<file path="config.mk">
export PLATFORM = sky130hd
export DESIGN_NAME = grant_bus_mux
export DESIGN_NICKNAME = d
export VERILOG_FILES = /design/src/rtl/arb_pkg.sv /design/src/rtl/burst_counter.sv /design/src/rtl/grant_bus_mux.sv
export SDC_FILE = /design/constraint.sdc
export NUM_CORES = 1
export LEC_CHECK = 0
export CAP_MARGIN = 20
export CORE_MARGIN = 2
export CORE_UTILIZATION = 37
export CTS_CLUSTER_DIAMETER = 50
export DETAILED_ROUTE_END_ITERATION = 7
export PLACE_DENSITY = 0.8
export SETUP_SLACK_MARGIN = 0.3
export SYNTH_ARGS = -nofsm -noshare
export SYNTH_HDL_FRONTEND = slang
export SYNTH_SLANG_ARGS = --single-unit
export TNS_END_PERCENT = 30
</file>
<file path="constraint.sdc">
create_clock -name clk -period 1.79 [get_ports clk]
set_input_delay 0.2685 -clock clk [delete_from_list [all_inputs] [get_ports clk]]
set_output_delay 0.2685 -clock clk [all_outputs]
set_load 0.01 [all_outputs]
</file>
<file path="src/rtl/arb_pkg.sv">
// Shared definitions for the grant arbiter and its downstream bus mux.
package arb_pkg;

    typedef enum logic [1:0] {
        IDLE    = 2'b00,
        LOCK    = 2'b01,
        XFER    = 2'b10,
        RELEASE = 2'b11
    } state_t;

    // Owner codes match the arbiter's grant-state encoding
    typedef logic [1:0] owner_t;
    localparam owner_t OWN_NONE = 2'b00;
    localparam owner_t OWN_0    = 2'b01;
    localparam owner_t OWN_1    = 2'b10;
    localparam owner_t OWN_2    = 2'b11;

    // Grants should be one-hot; if not, the lowest index wins
    function automatic owner_t gnt_to_owner(input logic g0, input logic g1, input logic g2);
        owner_t o;
        if (g0)      o = OWN_0;
        else if (g1) o = OWN_1;
        else if (g2) o = OWN_2;
        else         o = OWN_NONE;
        return o;
    endfunction

    // One-hot client select for an owner code (bit 0 = client 0)
    function automatic logic [2:0] owner_onehot(input owner_t o);
        logic [2:0] oh;
        case (o)
            OWN_0:   oh = 3'b001;
            OWN_1:   oh = 3'b010;
            OWN_2:   oh = 3'b100;
            default: oh = 3'b000;
        endcase
        return oh;
    endfunction

endpackage

</file>
<file path="src/rtl/burst_counter.sv">
// Beat counter for one burst; flags the final beat index.
module burst_counter #(
    parameter int BURST_LEN = 4,
    parameter int CNT_W     = 3
) (
    input  logic             clk,
    input  logic             rst,
    input  logic             clear,
    input  logic             beat,
    output logic [CNT_W-1:0] count,
    output logic             last
);

    localparam logic [CNT_W-1:0] LAST_IDX = CNT_W'(BURST_LEN - 1);
    localparam logic [CNT_W-1:0] CNT_MAX  = {CNT_W{1'b1}};

    logic [CNT_W-1:0] count_q, count_d;

    // Next count: clear wins; the FSM leaves XFER on the final beat, the
    // all-ones hold only keeps BURST_LEN == 2**CNT_W from wrapping to 0
    always_comb begin
        count_d = count_q;
        if (clear)
            count_d = '0;
        else if (beat && (count_q != CNT_MAX))
            count_d = count_q + 1'b1;
    end

    // Count register
    always_ff @(posedge clk) begin
        if (rst) count_q <= '0;
        else     count_q <= count_d;
    end

    assign count = count_q;
    assign last  = (count_q == LAST_IDX);

endmodule

</file>
<file path="src/rtl/grant_bus_mux.sv">
// Gives the arbiter-granted client the shared bus for one fixed-length burst.
module grant_bus_mux
    import arb_pkg::*;
#(
    parameter int DATA_W    = 8,
    parameter int BURST_LEN = 4,
    parameter int CNT_W     = 3
) (
    input  logic              clk,
    input  logic              rst,
    input  logic              gnt_0,
    input  logic              gnt_1,
    input  logic              gnt_2,
    input  logic [DATA_W-1:0] data_0,
    input  logic [DATA_W-1:0] data_1,
    input  logic [DATA_W-1:0] data_2,
    input  logic              valid_0,
    input  logic              valid_1,
    input  logic              valid_2,
    output logic              ready_0,
    output logic              ready_1,
    output logic              ready_2,
    output logic [DATA_W-1:0] bus_data,
    output logic              bus_valid,
    input  logic              bus_ready,
    output logic [1:0]        owner,
    output logic [CNT_W-1:0]  beat_cnt,
    output logic              done_0,
    output logic              done_1,
    output logic              done_2,
    output logic              abort,
    output logic              busy
);

    state_t     state_q, state_d;
    owner_t     owner_q, owner_d;
    logic [2:0] done_q, done_d;
    logic       abort_q, abort_d;

    logic       owner_gnt;
    logic       beat;
    logic       last;
    logic       cnt_clear;

    // Grant of the latched owner, used to detect a mid-burst withdrawal
    always_comb begin
        owner_gnt = 1'b0;
        case (owner_q)
            OWN_0:   owner_gnt = gnt_0;
            OWN_1:   owner_gnt = gnt_1;
            OWN_2:   owner_gnt = gnt_2;
            default: owner_gnt = 1'b0;
        endcase
    end

    // Bus mux: only the owner is connected, and only while transferring
    always_comb begin
        bus_data  = '0;
        bus_valid = 1'b0;
        ready_0   = 1'b0;
        ready_1   = 1'b0;
        ready_2   = 1'b0;
        if (state_q == XFER) begin
            case (owner_q)
                OWN_0: begin bus_data = data_0; bus_valid = valid_0; ready_0 = bus_ready; end
                OWN_1: begin bus_data = data_1; bus_valid = valid_1; ready_1 = bus_ready; end
                OWN_2: begin bus_data = data_2; bus_valid = valid_2; ready_2 = bus_ready; end
                default: ;
            endcase
        end
    end

    assign beat      = bus_valid & bus_ready;
    assign cnt_clear = (state_q == LOCK) || (state_q == RELEASE);

    burst_counter #(
        .BURST_LEN (BURST_LEN),
        .CNT_W     (CNT_W)
    ) u_cnt (
        .clk   (clk),
        .rst   (rst),
        .clear (cnt_clear),
        .beat  (beat),
        .count (beat_cnt),
        .last  (last)
    );

    // Next state, owner latch and completion/abort pulses
    always_comb begin
        state_d = state_q;
        owner_d = owner_q;
        done_d  = 3'b000;
        abort_d = 1'b0;
        case (state_q)
            IDLE: begin
                if (gnt_0 || gnt_1 || gnt_2) begin
                    owner_d = gnt_to_owner(gnt_0, gnt_1, gnt_2);
                    state_d = LOCK;
                end
            end
            LOCK: begin
                if (!owner_gnt) begin
                    state_d = RELEASE;
                    abort_d = 1'b1;
                end else begin
                    state_d = XFER;
                end
            end
            XFER: begin
                // A final beat completes even if the grant drops with it
                if (beat && last) begin
                    state_d = RELEASE;
                    done_d  = owner_onehot(owner_q);
                end else if (!owner_gnt) begin
                    state_d = RELEASE;
                    abort_d = 1'b1;
                end
            end
            RELEASE: begin
                owner_d = OWN_NONE;
                state_d = IDLE;
            end
            default: begin
                owner_d = OWN_NONE;
                state_d = IDLE;
            end
        endcase
    end

    // State and pulse registers; reset silently drops any burst in flight
    always_ff @(posedge clk) begin
        if (rst) begin
            state_q <= IDLE;
            owner_q <= OWN_NONE;
            done_q  <= 3'b000;
            abort_q <= 1'b0;
        end else begin
            state_q <= state_d;
            owner_q <= owner_d;
            done_q  <= done_d;
            abort_q <= abort_d;
        end
    end

    assign owner  = owner_q;
    assign done_0 = done_q[0];
    assign done_1 = done_q[1];
    assign done_2 = done_q[2];
    assign abort  = abort_q;
    assign busy   = (state_q == LOCK) || (state_q == XFER);

endmodule
</file>
==> results of run 1 <==
final cells by class:
type,count,area share (%)
multi-input cells,81,43.4
repair buffers,79,39.3
flip-flops and latches,11,13.0
well taps,28,1.99
clock buffers,4,1.49
inverters,4,0.852
through the flow:
step	worst slack [ps]	instances
global route	-14.0	207
finish	27.8	207
global placement	-138	197
floorplan	250	102
CTS	61.3	204
detailed placement	-154	197
layout by cell type, fill, tap and decap left out, types with 2 or more instances in the layout:
master	netlist	layout
nand2_1	3	2
buf_6	1	6
buf_2	0	10
a21oi_1	6	6
mux2i_1	3	3
a31oi_1	2	2
inv_2	0	2
mux2_4	0	2
o21ai_0	3	2
mux2_2	8	6
dfxtp_1	11	6
nand2b_1	3	2
clkbuf_4	0	3
a22oi_2	0	7
nor3b_1	3	2
nor2b_1	9	9
dfxtp_2	0	4
buf_4	0	19
ha_1	8	5
clkdlybuf4s50_1	0	41
dlygate4sd2_1	0	2
inv_1	4	2
nor2_1	9	8
ha_4	0	3
final timing paths:
| kind | from | end | cells past startpoint |
|---|---|---|---|
| max reg2reg | owner[0] | state_q[0] | 6 |
| min reg2reg | u_cnt.count[1] | u_cnt.count[1] | 2 |
| max | owner[0] | bus_data[1] | 5 |
| min | u_cnt.count[1] | u_cnt.count[1] | 2 |
layer usage:
| metal | track usage [%] | up-vias | wire (um) |
|---|---|---|---|
| li1 | - | 523 | - |
| met1 | 22.5 | 483 | 1120 |
| met2 | 39.1 | 51 | 1500 |
| met3 | 8.47 | 4 | 418 |
| met4 | 6.41 | 0 | 38 |
| met5 | 0 | - | 0 |
state kept, by name, summed over array words and instances (netlist names):
register / flops
abort: 1
owner: 2
done_q: 3
u_cnt.count: 3
state_q: 2
worst max-delay path, cell delays in order (launching register included):
cell     delay (ps)
dfxtp_4         400
buf_6           120
mux2_2          350
a22oi_2         130
nor2b_1          70
buf_2           140
synth_stat cells (all sizes together):
cell      n
nor3      2
o211a     1
nor3b     3
and2      1
a211o     1
a221oi    1
nor2      9
ha        8
clkbuf    5
buf       1
mux2      8
nand2b    3
a2111oi   1
o21ai     3
a21oi     6
nor2b     9
a21o      1
a311o     1
a31oi     2
or3       1
and3      1
inv       4
a22oi     8
a211oi    2
nand4bb   1
xnor2     1
nand2     3
mux2i     4
dfxtp    11
power by group:
part	internal, mW	switching, mW	total [mW]	leakage, nW
clock	0.0865	0.0883	0.175	0.0150
combinational	0.744	0.588	1.33	0.617
sequential	0.300	0.0510	0.351	0.0918
total	1.13	0.727	1.86	0.724
logic make-up (layout without fill, tap and decap cells):
logic type	Yosys count	in the layout	share of synthesized area, %
simple gates	33	33	20.3
compound gates	27	27	23.4
mux	12	12	14.8
flops	11	11	24.4
buf+inv	10	87	4.99
fa+ha+maj	8	8	11.1
xor+xnor	1	1	0.971
timing repair:
action | 4_1_cts | 5_1_grt
endpoints found under the setup margin | 25 | 25
setup buffers | 3 | 3
resized for setup | 56 | 23
pin swaps | 5 | 6
==> metrics.txt, run 1 <==
status complete, no violations; vias in the first global route 1015; placed cell area 0.00161 mm2; global-route usage over all layers 21.6%; post-synthesis sequential area ratio 24.4%; critical path capture point type output pin; Top Ports 55; Synth area leader dfxtp_1; Skew-Pair Late Insertion Delay 280 ps; Setup CP Type flop to output pin; r2r setup slk 50 ps; Yosys cell types 30; area occupied by multi-input gates 764 um2; VDD IR max 0.915 mV; share of layout cells above drive strength 1 40.8%; Crit Path Max Fanout 6; Root Buffer clkbuf_4; vias per inst 5.13; Worst-Margin Slew 327 ps; Clock Path Buffers 2; CTS tree built; Starting DRT DRC Count 12; Final ANT Viol Nets 0; syn_nets 143; slew margin rel. 78.1%; PortBufs 54; required time of the critical path 1520 ps; post-route cell area 0.00176 mm2; FILL cells 162; Detailed Place HPWL 2290 um; Yosys warning total 0; RSZ-0062 raised after global routing yes; Detailed Route WL 3080 um; setup violators final 0; Hold-fix buffers, CTS 0; Die Span X 53.4 um; Layout area overhead 95.4%; DIE AREA 0.00285 mm2; fin crit share 98.4%; Reg area 229 um2; diode count 0; max-cap violations 0; WP data arrival 1490 ps; Worst setup SP type flop; power consumption 1.86 mW; Routability Congestion 0.740; die span in y 53.4 um; Area contributors post-synth dfxtp_1 24%, ha_1 11%, mux2_2 10%, a22oi_1 6.7%, nor2b_1 6.2%; Mean Syn Cell Area 8.84 um2; share of the synthesized area in the top cell type 24.4%; drt first pass iters 4; Final nets 221; via count 1061; WHS 550 ps; Leak 0.724 nW; Worst Skew 8.97 ps; final core occ 78.2%; CTS Buf Count 3; final setup TNS 0 ps; Cell Pwr Density 1050 mW/mm2; final routed DRC violation total 0; Worst Hold Class flop to flop; Slew Viols, Final 0; Mapped Area 902 um2; final hold viol count 0; clock sink total 11; Initial Utilization 40.0%; fmax 0.567 GHz; largest net degree at the start of global routing 11; Yosys reg bits 11; initial antenna violation count 0; min cycle time layout 1760 ps; global-route wire length before repair 4490 um; cell row count 17; Reg clk slew, reported paths 70 ps; Routed WL per cell 14.9 um; core area 0.00225 mm2; Synth Instances 102; H-tree Lvls 1; Congestion Overflow GR 0
Note: power is estimated with default switching activity, not from simulation.
==> inputs of run 2 (changes only) <==
--- a/config.mk
+++ b/config.mk
@@ -10,6 +10,7 @@
 export CORE_UTILIZATION = 37
 export CTS_CLUSTER_DIAMETER = 50
 export DETAILED_ROUTE_END_ITERATION = 7
+export HOLD_SLACK_MARGIN = 0.06
 export PLACE_DENSITY = 0.8
 export SETUP_SLACK_MARGIN = 0.3
 export SYNTH_ARGS = -nofsm -noshare
==> results of run 2 <==
Same layout as run 1: the final DEF is identical, and so are final timing and power.
==> inputs of run 3 (changes only) <==
--- a/config.mk
+++ b/config.mk
@@ -7,12 +7,13 @@
 export LEC_CHECK = 0
 export CAP_MARGIN = 20
 export CORE_MARGIN = 2
-export CORE_UTILIZATION = 37
+export CORE_UTILIZATION = 33
 export CTS_CLUSTER_DIAMETER = 50
 export DETAILED_ROUTE_END_ITERATION = 7
 export HOLD_SLACK_MARGIN = 0.06
-export PLACE_DENSITY = 0.8
-export SETUP_SLACK_MARGIN = 0.3
+export MAX_ROUTING_LAYER = met4
+export PLACE_DENSITY = 0.76
+export SETUP_SLACK_MARGIN = 0.02
 export SYNTH_ARGS = -nofsm -noshare
 export SYNTH_HDL_FRONTEND = slang
 export SYNTH_SLANG_ARGS = --single-unit
==> constraint.sdc (replaced) <==
create_clock -name clk -period 1.5 [get_ports clk]
set_input_delay 0.225 -clock clk [delete_from_list [all_inputs] [get_ports clk]]
set_output_delay 0.225 -clock clk [all_outputs]
set_load 0.01 [all_outputs]
==> run 3 against run 2 <==
The flow now finishes with violations (negative setup slack); count of clock-buffer cells in the layout unchanged; die area up 11%; via count grew 5.2%; cell area up 4.0%; register-to-register slack worse by 310 ps; sequential cell count unchanged; hold slack better by 63 ps; clock power grew 21%; sequential power increased by 16%.
==> metrics.txt, run 3 (synthesized netlist as in run 1, its figures left out) <==
Die Span X 56.3 um (was 53.4 um); core area 0.00254 mm2 (was 0.00225 mm2); commonest non-fill, non-tap cell in the layout clkdlybuf4s50_1 (unchanged); Detailed Route WL 3160 um (was 3080 um); Final ANT Viol Nets 0 (unchanged); critical path endpoint bus_valid (was bus_data[1]); Starting DRT DRC Count 36 (was 12); final routed DRC violation total 0 (unchanged); M1 GR Usage 24.2% (was 22.5%); Final nets 232 (was 221); Most Crowded Layer GR met2 (unchanged); grt met2 use 35.6% (was 39.1%); Initial Utilization 35.4% (was 40.0%); Skew-Pair Late Insertion Delay 270 ps (was 280 ps); Reg area 230 um2 (was 229 um2); DIE AREA 0.00317 mm2 (was 0.00285 mm2); Hold-fix buffers, CTS 0 (unchanged); max-cap violations 0 (unchanged); initial antenna violation count 0 (unchanged); global-route usage over all layers 20.9% (was 21.6%); via count 1116 (was 1061); critical path capture point type output pin (unchanged); worst reg-to-reg path cell count 6 (unchanged); share of layout cells above drive strength 1 44.2% (was 40.8%); Routability Congestion 0.837 (was 0.740); met3 Usage GRT 5.76% (was 8.47%); Top Ports 55 (unchanged); drt first pass iters 4 (unchanged); largest net degree at the start of global routing 15 (was 11); failing checks negative setup slack; WP data arrival 1550 ps (was 1490 ps); min cycle time layout 1780 ps; vias in the first global route 1131 (was 1015); Crit Path Max Fanout 5 (was 6); area occupied by multi-input gates 749 um2 (was 764 um2); final core occ 72.0% (was 78.2%); Worst Setup SP owner[0] (unchanged); final setup TNS -2650 ps (was 0 ps); global-route wire length before repair 5120 um (was 4490 um); Setup WS post-layout -275 ps (was 27.8 ps); Hold Crit Start u_cnt.count[2] (was u_cnt.count[1]); required time of the critical path 1270 ps (was 1520 ps); commonest cells after routing, fill and taps aside 36 x clkdlybuf4s50_1, 31 x buf_4, 11 x buf_2 (was 41 x clkdlybuf4s50_1, 19 x buf_4, 10 x buf_2); Critical R2R Capture state_q[0] (unchanged); Congestion Overflow GR 0 (unchanged); slew margin rel. 73.9% (was 78.1%); worst r2r src owner[0] (unchanged); cell row count 18 (was 17); Reg clk slew, reported paths 70 ps (about the same); RSZ-0062 raised after global routing yes (unchanged); Clock Path Buffers 2 (unchanged); Worst Skew 3.61 ps (was 8.97 ps); Detailed Place HPWL 2440 um (was 2290 um); fmax 0.563 GHz; PortBufs 54 (unchanged); clock sink total 11 (unchanged); Leak 0.809 nW (was 0.724 nW); setup violators final 17 (was 0); Routed WL per cell 14.4 um (was 14.9 um); r2r setup slk -260 ps (was 50 ps); Setup CP Type flop to output pin (unchanged); Root Buffer clkbuf_4 (unchanged); Layout area overhead 103% (was 95.4%); diode count 0 (unchanged); Worst Hold Class flop to flop (unchanged); Worst-Margin Slew 392 ps (was 327 ps); die span in y 56.3 um (was 53.4 um); final hold viol count 0 (unchanged); vias per inst 5.07 (was 5.13); CTS Buf Count 3 (unchanged); H-tree Lvls 1 (unchanged); CTS tree built (unchanged); status complete, but fails checks (was complete, no violations); Cell Pwr Density 1240 mW/mm2 (was 1050 mW/mm2); FILL cells 187 (was 162); Worst setup SP type flop (unchanged); fin crit share 118%; Slew Viols, Final 0 (unchanged); VDD IR max 1.08 mV (was 0.915 mV)
-- run 3: cell count changes in the layout (fill, tap and decap cells not counted), sizes merged --
cell and delta:
buf +12, clkdlybuf4s50 -5, dlygate4sd2 +3, clkbuf -1, clkdlybuf4s15 +1, dlymetal6s2s +1
-- run 3: area by class of cell --
cell class	instances	share of cell area [%]
flip-flops and latches	11	12.6
well taps	30	2.05
multi-input cells	81	40.9
clock buffers	4	1.43
inverters	4	0.819
repair buffers	90	42.3
-- run 3: layer usage --
metal,up-vias,part of all wire [%]
met2,42,50
met4,0,0.98
li1,547,-
met3,6,6.3
met5,-,0
met1,521,43
-- run 3: how the worst min path moves through the flow --
stage | depth (start not counted) | end | slack, ps
2_1_floorplan | 1 | state_q[0] | 290
3_3_place_gp | 3 | u_cnt.count[2] | 580
3_5_place_dp | 3 | state_q[0] | 610
4_1_cts | 3 | u_cnt.count[2] | 630
5_1_grt | 3 | u_cnt.count[2] | 650
6_report | 3 | u_cnt.count[2] | 610
-- run 3: critical path: stages, from the launching register on --
cell           delay (ps)
dfxtp_4               370
buf_6                 120
mux2i_2               250
a21oi_2                90
and2_1                160
dlygate4sd2_1         280
-- run 3: what timing repair did --
| action | in CTS | in global routing |
|---|---|---|
| setup buffers | 5 | 0 |
| gates resized for setup | 78 | 7 |
| endpoints found under the setup margin | 26 | 23 |
| pin swaps | 4 | 3 |
-- run 3: power breakdown --
group          switching (mW)  internal, mW
logic                   0.710         0.948
registers              0.0517         0.356
clock network           0.108         0.103
-- run 3: per-stage QoR --
step / total power, mW / instances / hold slack [ps] / setup WS (ps) / cell area (um2)
after detailed placement: 1.82 / 211 / 607 / -428 / 1700
final: 2.28 / 220 / 612 / -275 / 1830
after global placement: 1.77 / 211 / 580 / -351 / 1700
after CTS: 2.25 / 220 / 627 / -278 / 1810
after floorplan: 1.13 / 102 / 291 / -40.3 / 927
after global routing: 2.44 / 220 / 647 / -360 / 1830
